$ cat config.mk
export PLATFORM = sky130hd
export DESIGN_NAME = pwm_speed_ramp
export DESIGN_NICKNAME = d
export VERILOG_FILES = /design/src/rtl/pwm_speed_ramp.sv
export SDC_FILE = /design/constraint.sdc
export NUM_CORES = 1
export LEC_CHECK = 0
export CAP_MARGIN = 20
export CORE_MARGIN = 3
export CORE_UTILIZATION = 57
export DETAILED_ROUTE_END_ITERATION = 8
export PLACE_DENSITY = 0.88
export SLEW_MARGIN = 20
export SYNTH_ARGS = -nofsm -noshare
export SYNTH_HDL_FRONTEND = slang
export SYNTH_SLANG_ARGS = --single-unit
export TNS_END_PERCENT = 1
$ cat constraint.sdc
create_clock -name clock_i -period 2.8 [get_ports clock_i]
set_input_delay 0.42 -clock clock_i [delete_from_list [all_inputs] [get_ports clock_i]]
set_output_delay 0.42 -clock clock_i [all_outputs]
set_load 0.02 [all_outputs]
$ cat src/rtl/pwm_speed_ramp.sv
// Soft-start speed controller for the PWM stage. It synchronises and debounces the raw
// speed/enable switches, then walks the applied speed one step at a time toward the request.
module pwm_speed_ramp #(
    parameter int SPEED_W         = 3,
    parameter int DEBOUNCE_CYCLES = 4,
    parameter int STEP_CYCLES     = 8
) (
    input  logic               clock_i,
    input  logic               reset_i,
    input  logic [SPEED_W-1:0] req_speed_i,
    input  logic               req_enable_i,
    output logic [SPEED_W-1:0] speed_o,
    output logic               enable_o,
    output logic               busy_o,
    output logic               at_target_o
);

    localparam int DW = (DEBOUNCE_CYCLES > 1) ? $clog2(DEBOUNCE_CYCLES) : 1;
    localparam int TW = (STEP_CYCLES > 1) ? $clog2(STEP_CYCLES) : 1;
    localparam logic [DW-1:0]      DEB_LAST   = DW'(DEBOUNCE_CYCLES - 1);
    localparam logic [TW-1:0]      TIMER_LAST = TW'(STEP_CYCLES - 1);
    localparam logic [SPEED_W-1:0] SPEED_MAX  = '1;

    typedef enum logic [1:0] {
        IDLE,
        RAMP_UP,
        RAMP_DOWN,
        HOLD
    } state_t;

    logic [SPEED_W:0]   syncA_q, syncB_q, cand_q;
    logic [DW-1:0]      debCnt_q;
    logic               tgtEn_q;
    logic [SPEED_W-1:0] tgtSpeed_q;

    state_t             state_q, state_d;
    logic [SPEED_W-1:0] speed_q, speed_d;
    logic               enable_q, enable_d;
    logic [TW-1:0]      timer_q, timer_d;

    logic               stepDue;
    logic [SPEED_W-1:0] speedInc, speedDec;

    // A request only becomes the target after the synchronised value has held still long enough.
    always_ff @(posedge clock_i or posedge reset_i) begin
        if (reset_i) begin
            syncA_q    <= '0;
            syncB_q    <= '0;
            cand_q     <= '0;
            debCnt_q   <= '0;
            tgtEn_q    <= 1'b0;
            tgtSpeed_q <= '0;
        end else begin
            syncA_q <= {req_enable_i, req_speed_i};
            syncB_q <= syncA_q;
            if (syncB_q != cand_q) begin
                cand_q   <= syncB_q;
                debCnt_q <= '0;
            end else if (debCnt_q == DEB_LAST) begin
                tgtEn_q    <= cand_q[SPEED_W];
                tgtSpeed_q <= cand_q[SPEED_W] ? cand_q[SPEED_W-1:0] : '0;
            end else begin
                debCnt_q <= debCnt_q + 1'b1;
            end
        end
    end

    always_ff @(posedge clock_i or posedge reset_i) begin
        if (reset_i) begin
            state_q  <= IDLE;
            speed_q  <= '0;
            enable_q <= 1'b0;
            timer_q  <= '0;
        end else begin
            state_q  <= state_d;
            speed_q  <= speed_d;
            enable_q <= enable_d;
            timer_q  <= timer_d;
        end
    end

    assign stepDue  = (timer_q == TIMER_LAST);
    assign speedInc = (speed_q != SPEED_MAX) ? speed_q + 1'b1 : speed_q;
    assign speedDec = (speed_q != '0) ? speed_q - 1'b1 : speed_q;

    // Direction reversals take priority over a pending step so a re-enable never dips to zero.
    always_comb begin
        state_d  = state_q;
        speed_d  = speed_q;
        enable_d = enable_q;
        timer_d  = '0;
        case (state_q)
            IDLE: begin
                if (tgtEn_q) begin
                    enable_d = 1'b1;
                    state_d  = (tgtSpeed_q != '0) ? RAMP_UP : HOLD;
                end
            end
            RAMP_UP: begin
                if (tgtSpeed_q < speed_q) begin
                    state_d = RAMP_DOWN;
                end else if (tgtSpeed_q == speed_q) begin
                    state_d = HOLD;
                end else if (stepDue) begin
                    speed_d = speedInc;
                    if (speedInc == tgtSpeed_q) begin
                        state_d = HOLD;
                    end
                end else begin
                    timer_d = timer_q + 1'b1;
                end
            end
            RAMP_DOWN: begin
                if (tgtSpeed_q > speed_q) begin
                    state_d = RAMP_UP;
                end else if (tgtSpeed_q == speed_q) begin
                    if (!tgtEn_q && speed_q == '0) begin
                        state_d  = IDLE;
                        enable_d = 1'b0;
                    end else begin
                        state_d = HOLD;
                    end
                end else if (stepDue) begin
                    speed_d = speedDec;
                    if (speedDec == tgtSpeed_q) begin
                        if (!tgtEn_q && speedDec == '0) begin
                            state_d  = IDLE;
                            enable_d = 1'b0;
                        end else begin
                            state_d = HOLD;
                        end
                    end
                end else begin
                    timer_d = timer_q + 1'b1;
                end
            end
            HOLD: begin
                if (tgtSpeed_q > speed_q) begin
                    state_d = RAMP_UP;
                end else if (tgtSpeed_q < speed_q) begin
                    state_d = RAMP_DOWN;
                end else if (!tgtEn_q && speed_q == '0) begin
                    state_d  = IDLE;
                    enable_d = 1'b0;
                end
            end
            default: begin
                state_d  = IDLE;
                speed_d  = '0;
                enable_d = 1'b0;
            end
        endcase
    end

    assign speed_o     = speed_q;
    assign enable_o    = enable_q;
    assign busy_o      = (state_q == RAMP_UP) || (state_q == RAMP_DOWN);
    assign at_target_o = !busy_o && (speed_q == tgtSpeed_q);

endmodule

-- After elaboration in Yosys (flattened, before gate mapping)
Cells that the tools add are included.
- bits in registers: 27
- bits in latches: 0
- RAM bits: 0
- bits in read-only memories: 0
- input port bits: 6
- output and inout bits: 6
- word-level logic and storage cells: 106
- memories: 0
- add/subtract/negate cells: 4
- $mul: 0
- div/mod/pow operators: 0
- order comparisons: 2
- equality and inequality tests: 29
- shift-type cells: 0
- multiplexer cells: 43
- bitwise logic cells: 1
- reductions and logical operators: 17
- operators by type and width (kind ; number):
    $mux W3 ; 13
    $mux W2 ; 17
    $ne A2 B2 Y1 const B ; 10
    $ne A4 B4 Y1 const B ; 5
    $eq A3 B3 Y1 ; 4
    $ne A3 B3 Y1 const B ; 4
    $pmux W3 S2 ; 2
    $mux W1 ; 9
    $reduce_bool A3 Y1 ; 3
    $pmux W2 S4 ; 1
    $reduce_and A8 Y1 ; 1
    $reduce_and A7 Y1 ; 1
    $add A3 B1 Y3 const B ; 2
    $eq A2 B2 Y1 const B ; 3
    $logic_not A3 Y1 ; 2
    $reduce_and A6 Y1 ; 1
    $ne A4 B4 Y1 ; 1
    $eq A3 B3 Y1 const B ; 1
    $gt A3 B3 Y1 ; 1
    $logic_and A1 B1 Y1 ; 3
    $lt A3 B3 Y1 ; 1
    $pmux W1 S3 ; 1
    $sub A3 B1 Y3 const B ; 1
    $add A2 B1 Y2 const B ; 1
    other kinds (7) ; 8

-- Logic depth before layout (Yosys ltp)
- depth after elaboration: 10
- mapped depth: 9
- depth with buffers taken out: 8

-- Least setup slack after synthesis
OpenSTA, ideal clock, no wires.
- path kind: register to register
- from: register speed_q[2], in the netlist speed_o[2]
- to: register state_q[0]
- library setup time: 0.079 ns
- data arrival time: 2.129 ns
- data required time: 2.721 ns
- slack: 0.591 ns
- cell stages (with the launch flop): 9
- buffers on the path: 0
- clock period less this slack: 2.209 ns
- path through: dfrtp_1 inv_1 ha_1 nand2_1 o21ai_2 mux2i_1 o31ai_1 nor3_2 mux2i_1
- longest elaborated chain between the ends: 10
- elaborated cells on any way between the ends: 32
- classes of those cells: 2 x add/sub; 2 x order compare; 9 x eq/ne; 13 x mux; 6 x reduce/logical
- RTL lines (element ; line ; source):
    start, declared ; 37 ; logic [SPEED_W-1:0] speed_q, speed_d;
    start signal, assigned ; 76 ; speed_q <= speed_d;
    $sub A3 B1 Y3 or $reduce_bool A3 Y1 (tied branches) ; 84 ; assign speedDec = (speed_q != '0) ? speed_q - 1'b1 : speed_q;
    $mux W3 ; 84 ;
    $logic_not A3 Y1 ; 126 ; if (!tgtEn_q && speedDec == '0) begin
    $logic_and A1 B1 Y1 ; 126 ;
    $mux W2 ; 126 ;
    $mux W2 ; 125 ; if (speedDec == tgtSpeed_q) begin
    $mux W2 ; 123 ; end else if (stepDue) begin
    $mux W2 ; 116 ; end else if (tgtSpeed_q == speed_q) begin
    $mux W2 ; 114 ; if (tgtSpeed_q > speed_q) begin
    $pmux W2 S4 ; 92 ; case (state_q)
    end signal, assigned ; 75 ; state_q <= state_d;
    end, declared ; 36 ; state_t state_q, state_d;
Parallel ways exist; a longest one is shown, timed or not. The select of a mux whose other input is x is not followed.
A chain may end at the register's enable or synchronous reset.

-- Worst setup path in the final report
- from: register tgtSpeed_q[2]
- to: output port at_target_o
- longest elaborated chain between the ends: 2
- RTL lines (element ; line ; source):
    start, declared ; 34 ; logic [SPEED_W-1:0] tgtSpeed_q;
    start signal, assigned ; 61 ; tgtSpeed_q <= cand_q[SPEED_W] ? cand_q[SPEED_W-1:0] : '0;
    $eq A3 B3 Y1 ; 158 ; assign at_target_o = !busy_o && (speed_q == tgtSpeed_q);
    $logic_and A1 B1 Y1 ; 158 ;
    end, declared ; 15 ; output logic at_target_o
Every way passes these cells.

==> results.rst <==
.. list-table::
   :header-rows: 1

   * - Metric
     - Value
   * - Number of synthesized flops with an enable pin
     - 0
   * - Fin. max-slew vios
     - 0
   * - Antenna violations before repair
     - 0
   * - Worst EP required
     - 2380 ps
   * - Area fraction of the dominant cell type after synthesis
     - 41.86%
   * - Routed via count
     - 1241
   * - First-pass GRT wire length
     - 5313 µm
   * - Clock latency reported for the late side of the worst-skew pair
     - 320 ps
   * - Max-cap violations
     - 0
   * - Net count reported at finish
     - between 150 and 200
   * - Post-route worst hold slack
     - 303.5 ps
   * - Biggest area consumer among synthesized cells
     - sky130_fd_sc_hd__dfrtp_1
   * - Die ar.
     - 3506 µm²
   * - Fraction of synthesis flops using an asynchronous set or reset pin
     - 100.0%
   * - Most common cell in the synthesized netlist
     - sky130_fd_sc_hd__dfrtp_1
   * - Area of all placed cells without fillers
     - 1769 µm²
   * - Nature of the critical path endpoint
     - output pin
   * - Unrepaired setup endpoints after global routing
     - false
   * - Sequence of cells on the critical path
     - ha_1 -> nand3_1 -> nor2_1 -> clkdlybuf4s50_1
   * - Setup TNS
     - 0 ps
   * - Largest fanout on the critical path
     - 7
   * - Core area
     - 2590 µm²
   * - Netlist Area Pre-Place
     - 1614 µm²
   * - Number of sinks on the clock net
     - 27
   * - Worst flop-to-flop path startpoint
     - tgtSpeed_q[2]
   * - Die width
     - 59.22 µm
   * - Total Wirelength
     - 3000 µm
   * - Syn_nets
     - 184
   * - Number of fill cells
     - 206
   * - Routed length per instance
     - 14.85 µm
   * - Row cnt
     - 18
   * - Average cell area after synthesis
     - 9.842 µm²
   * - Total placed instance area
     - 1742 µm²
   * - Portion of the clock cycle consumed by the worst path in the final layout
     - 92.67%
   * - Die extent in y
     - 59.22 µm
   * - Remaining antenna violation count after routing
     - 0
   * - Worst setup timing slack at the placement stage
     - about 420 ps
   * - Diode count
     - 0
   * - VDD IR-drop max
     - 0.0007845 V
   * - Final hold viol count
     - 0
   * - Gr usage total
     - 19.68%
   * - Maximum clock insertion buffer count
     - 2
   * - Minimum period implied by the final worst setup slack
     - 2595 ps
   * - Total overflow reported by the global router
     - 0
   * - I/O pin count
     - 12
   * - Via/cell ratio
     - 6.144
   * - Type of the worst setup path
     - reg2out
   * - Leakage power of the design
     - slightly above 0.8 nW
   * - Most heavily used metal layer in global routing
     - met2
   * - Setup violation total in the final timing report
     - 0
   * - Number of buffers inserted by post-CTS setup repair
     - 0
   * - Depth of the worst register-to-register path
     - 7
   * - Vias in the first global route
     - between 1000 and 1500
   * - Number of buffers added by the clock tree synthesis step
     - 3
   * - Sequential element share of the synthesized area
     - 41.86%
   * - Layout cells sized above 1
     - 6.977%
   * - Worst-case clock skew
     - 4.149 ps
   * - Met2 usage in global routing
     - 33.85%
   * - Clk slew on worst S/H paths
     - 130 ps
   * - Number of H-tree levels
     - 1
   * - Area occupied by multi-input gates
     - 869.6 µm²
   * - Setup slack on the worst flop-to-flop path
     - 400 ps
   * - Number of violations reported at the end of detailed-routing iteration 0
     - 60
   * - Critical path arrival
     - 2170 ps
   * - Actual transition at the worst max-transition pin
     - 540.4 ps
   * - Library cell used as clock root buffer
     - sky130_fd_sc_hd__clkbuf_4
   * - Max incr delay on CP
     - 620 ps
   * - Synthesis-stage register bit count
     - 27
   * - Count of port buffers added during placement
     - 11
   * - Synth Instances
     - 164
   * - YS warnings
     - 0
   * - Most frequent cells after synthesis
     - sky130_fd_sc_hd__dfrtp_1 (27), sky130_fd_sc_hd__nand2_1 (15), sky130_fd_sc_hd__ha_1 (14), sky130_fd_sc_hd__nor2_1 (11)
   * - Worst max-slew margin expressed relative to the limit
     - 63.97%
   * - Setup ws final
     - between 200 and 250 ps
   * - Met3 Resource Use GR
     - about 2.6%
   * - Number of detailed-routing iterations run before antenna repair
     - 4
   * - Area added between synthesis and finish
     - 9.613%
   * - Primary flip-flop cell chosen by synthesis mapping
     - sky130_fd_sc_hd__dfrtp_1
   * - Number of remaining DRC errors
     - 0
   * - TritonCTS clock tree
     - yes
   * - Sort of element at the start of the critical path
     - flop
   * - Top cells by area in the synthesized netlist
     - sky130_fd_sc_hd__dfrtp_1 (42%), sky130_fd_sc_hd__ha_1 (11%), sky130_fd_sc_hd__mux2i_1 (5.6%), sky130_fd_sc_hd__xnor2_1 (3.8%), sky130_fd_sc_hd__nand2_1 (3.5%)
   * - Post-detail-place hpwl
     - 2325 µm
   * - GR Util met1
     - 25.00%
   * - Maximum clock frequency
     - 0.3854 GHz
   * - Cell with the largest stage delay on the worst path
     - sky130_fd_sc_hd__clkdlybuf4s50_1
   * - Largest net degree at the start of global routing
     - 22
   * - Endpoint of the worst register-to-register path
     - state_q[0]
   * - Unique cell type count in the Yosys netlist
     - 40
   * - Initial core utilization
     - 62.32%
   * - Power density relative to cell area
     - 1079 nW/µm²
   * - Hold Path Class
     - in2async
   * - Area used by sequential logic in the layout
     - ~680 µm²
   * - Outcome
     - finished clean
   * - Final Power
     - ~1.9 mW
   * - Placer's final routability congestion estimate
     - approximately 0.83
[worst max-delay path by stage]
stage / depth (start not counted) / to / slack (ps) / startpoint
3_3_place_gp: 5 / at_target_o / 590 / speed_o[1]
6_report: 4 / at_target_o / 210 / tgtSpeed_q[2]
3_5_place_dp: 8 / state_q[0] / 420 / speed_o[1]
5_1_grt: 5 / at_target_o / 6 / speed_o[1]
2_1_floorplan: 8 / state_q[0] / 590 / speed_o[2]
4_1_cts: 5 / at_target_o / 140 / speed_o[1]
[sequential cells by signal, indices dropped and copies added, names as in the netlist]
name / cells
speed_o: 3
enable_o: 1
syncB_q: 4
tgtEn_q: 1
syncA_q: 4
state_q: 2
tgtSpeed_q: 3
cand_q: 4
timer_q: 3
debCnt_q: 2
[final cells by class]
class,count,area share (%)
tap,30,2.122
multi-input combinational,119,49.15
timing repair buffer,13,7.072
sequential,27,38.26
clock buffer,4,1.485
inverter,9,1.909
[power by group]
part	leakage, nW	internal, mW	switching, mW	total [mW]
clock network	0.0150	0.0557	0.104	0.160
logic	0.476	0.525	0.710	1.23
registers	0.336	0.454	0.0614	0.515
total	0.827	1.03	0.875	1.91
[stage by stage]
step / utilization (%) / cells
2_1_floorplan: - / 164
6_report: 68.31 / 202
4_1_cts: 68.26 / 202
3_3_place_gp: 67.25 / 198
3_5_place_dp: 67.25 / 198
5_1_grt: 68.31 / 202
[critical path, delay by kind of cell, from the launching register on]
family / cells / cell delay, ps
buffers and inverters: 1 / 620
and+or+nand+nor: 2 / 370
adders and majority gates: 1 / 380
DFF: 1 / 490
[metal layers]
| metal | part of all wire (%) | up-vias | wire length (µm) |
|---|---|---|---|
| met5 | 0 | - | 0 |
| met3 | 4.8 | 7 | 143 |
| li1 | - | 597 | - |
| met1 | 44 | 608 | 1318 |
| met4 | 2.0 | 0 | 61 |
| met2 | 49 | 29 | 1476 |
[layout by cell type, fill, tap and decap left out, drive strengths merged, types with 3 or more instances in the layout]
cell           synthesis  final
and3                   3      3
nand2                 15     15
nand3                  4      4
nor3                   6      6
a31oi                  4      4
clkbuf                 8      4
o31ai                  3      3
inv                    9      9
dfrtp                 27     27
o21ai                  8      8
ha                    14     14
nor2b                  3      3
a21oi                  4      4
nor2                  11     11
xor2                   3      3
xnor2                  7      7
mux2i                  9      9
clkdlybuf4s50          0     11
[kinds of logic (layout without fill, tap and decap cells)]
family,Yosys count,after routing,share of synthesized area (%)
compound gates,34,34,14.81
xor+xnor,10,10,5.427
fa+ha+maj,14,14,10.85
buf+inv,18,26,4.263
flops,27,27,41.86
mux,11,11,7.209
simple gates,50,50,15.58
[repair_timing]
action,4_1_cts,5_1_grt
hold buffers,0,0
resized for setup,0,1
setup endpoints to repair,0,1
Note: power is estimated with default switching activity, not from simulation.
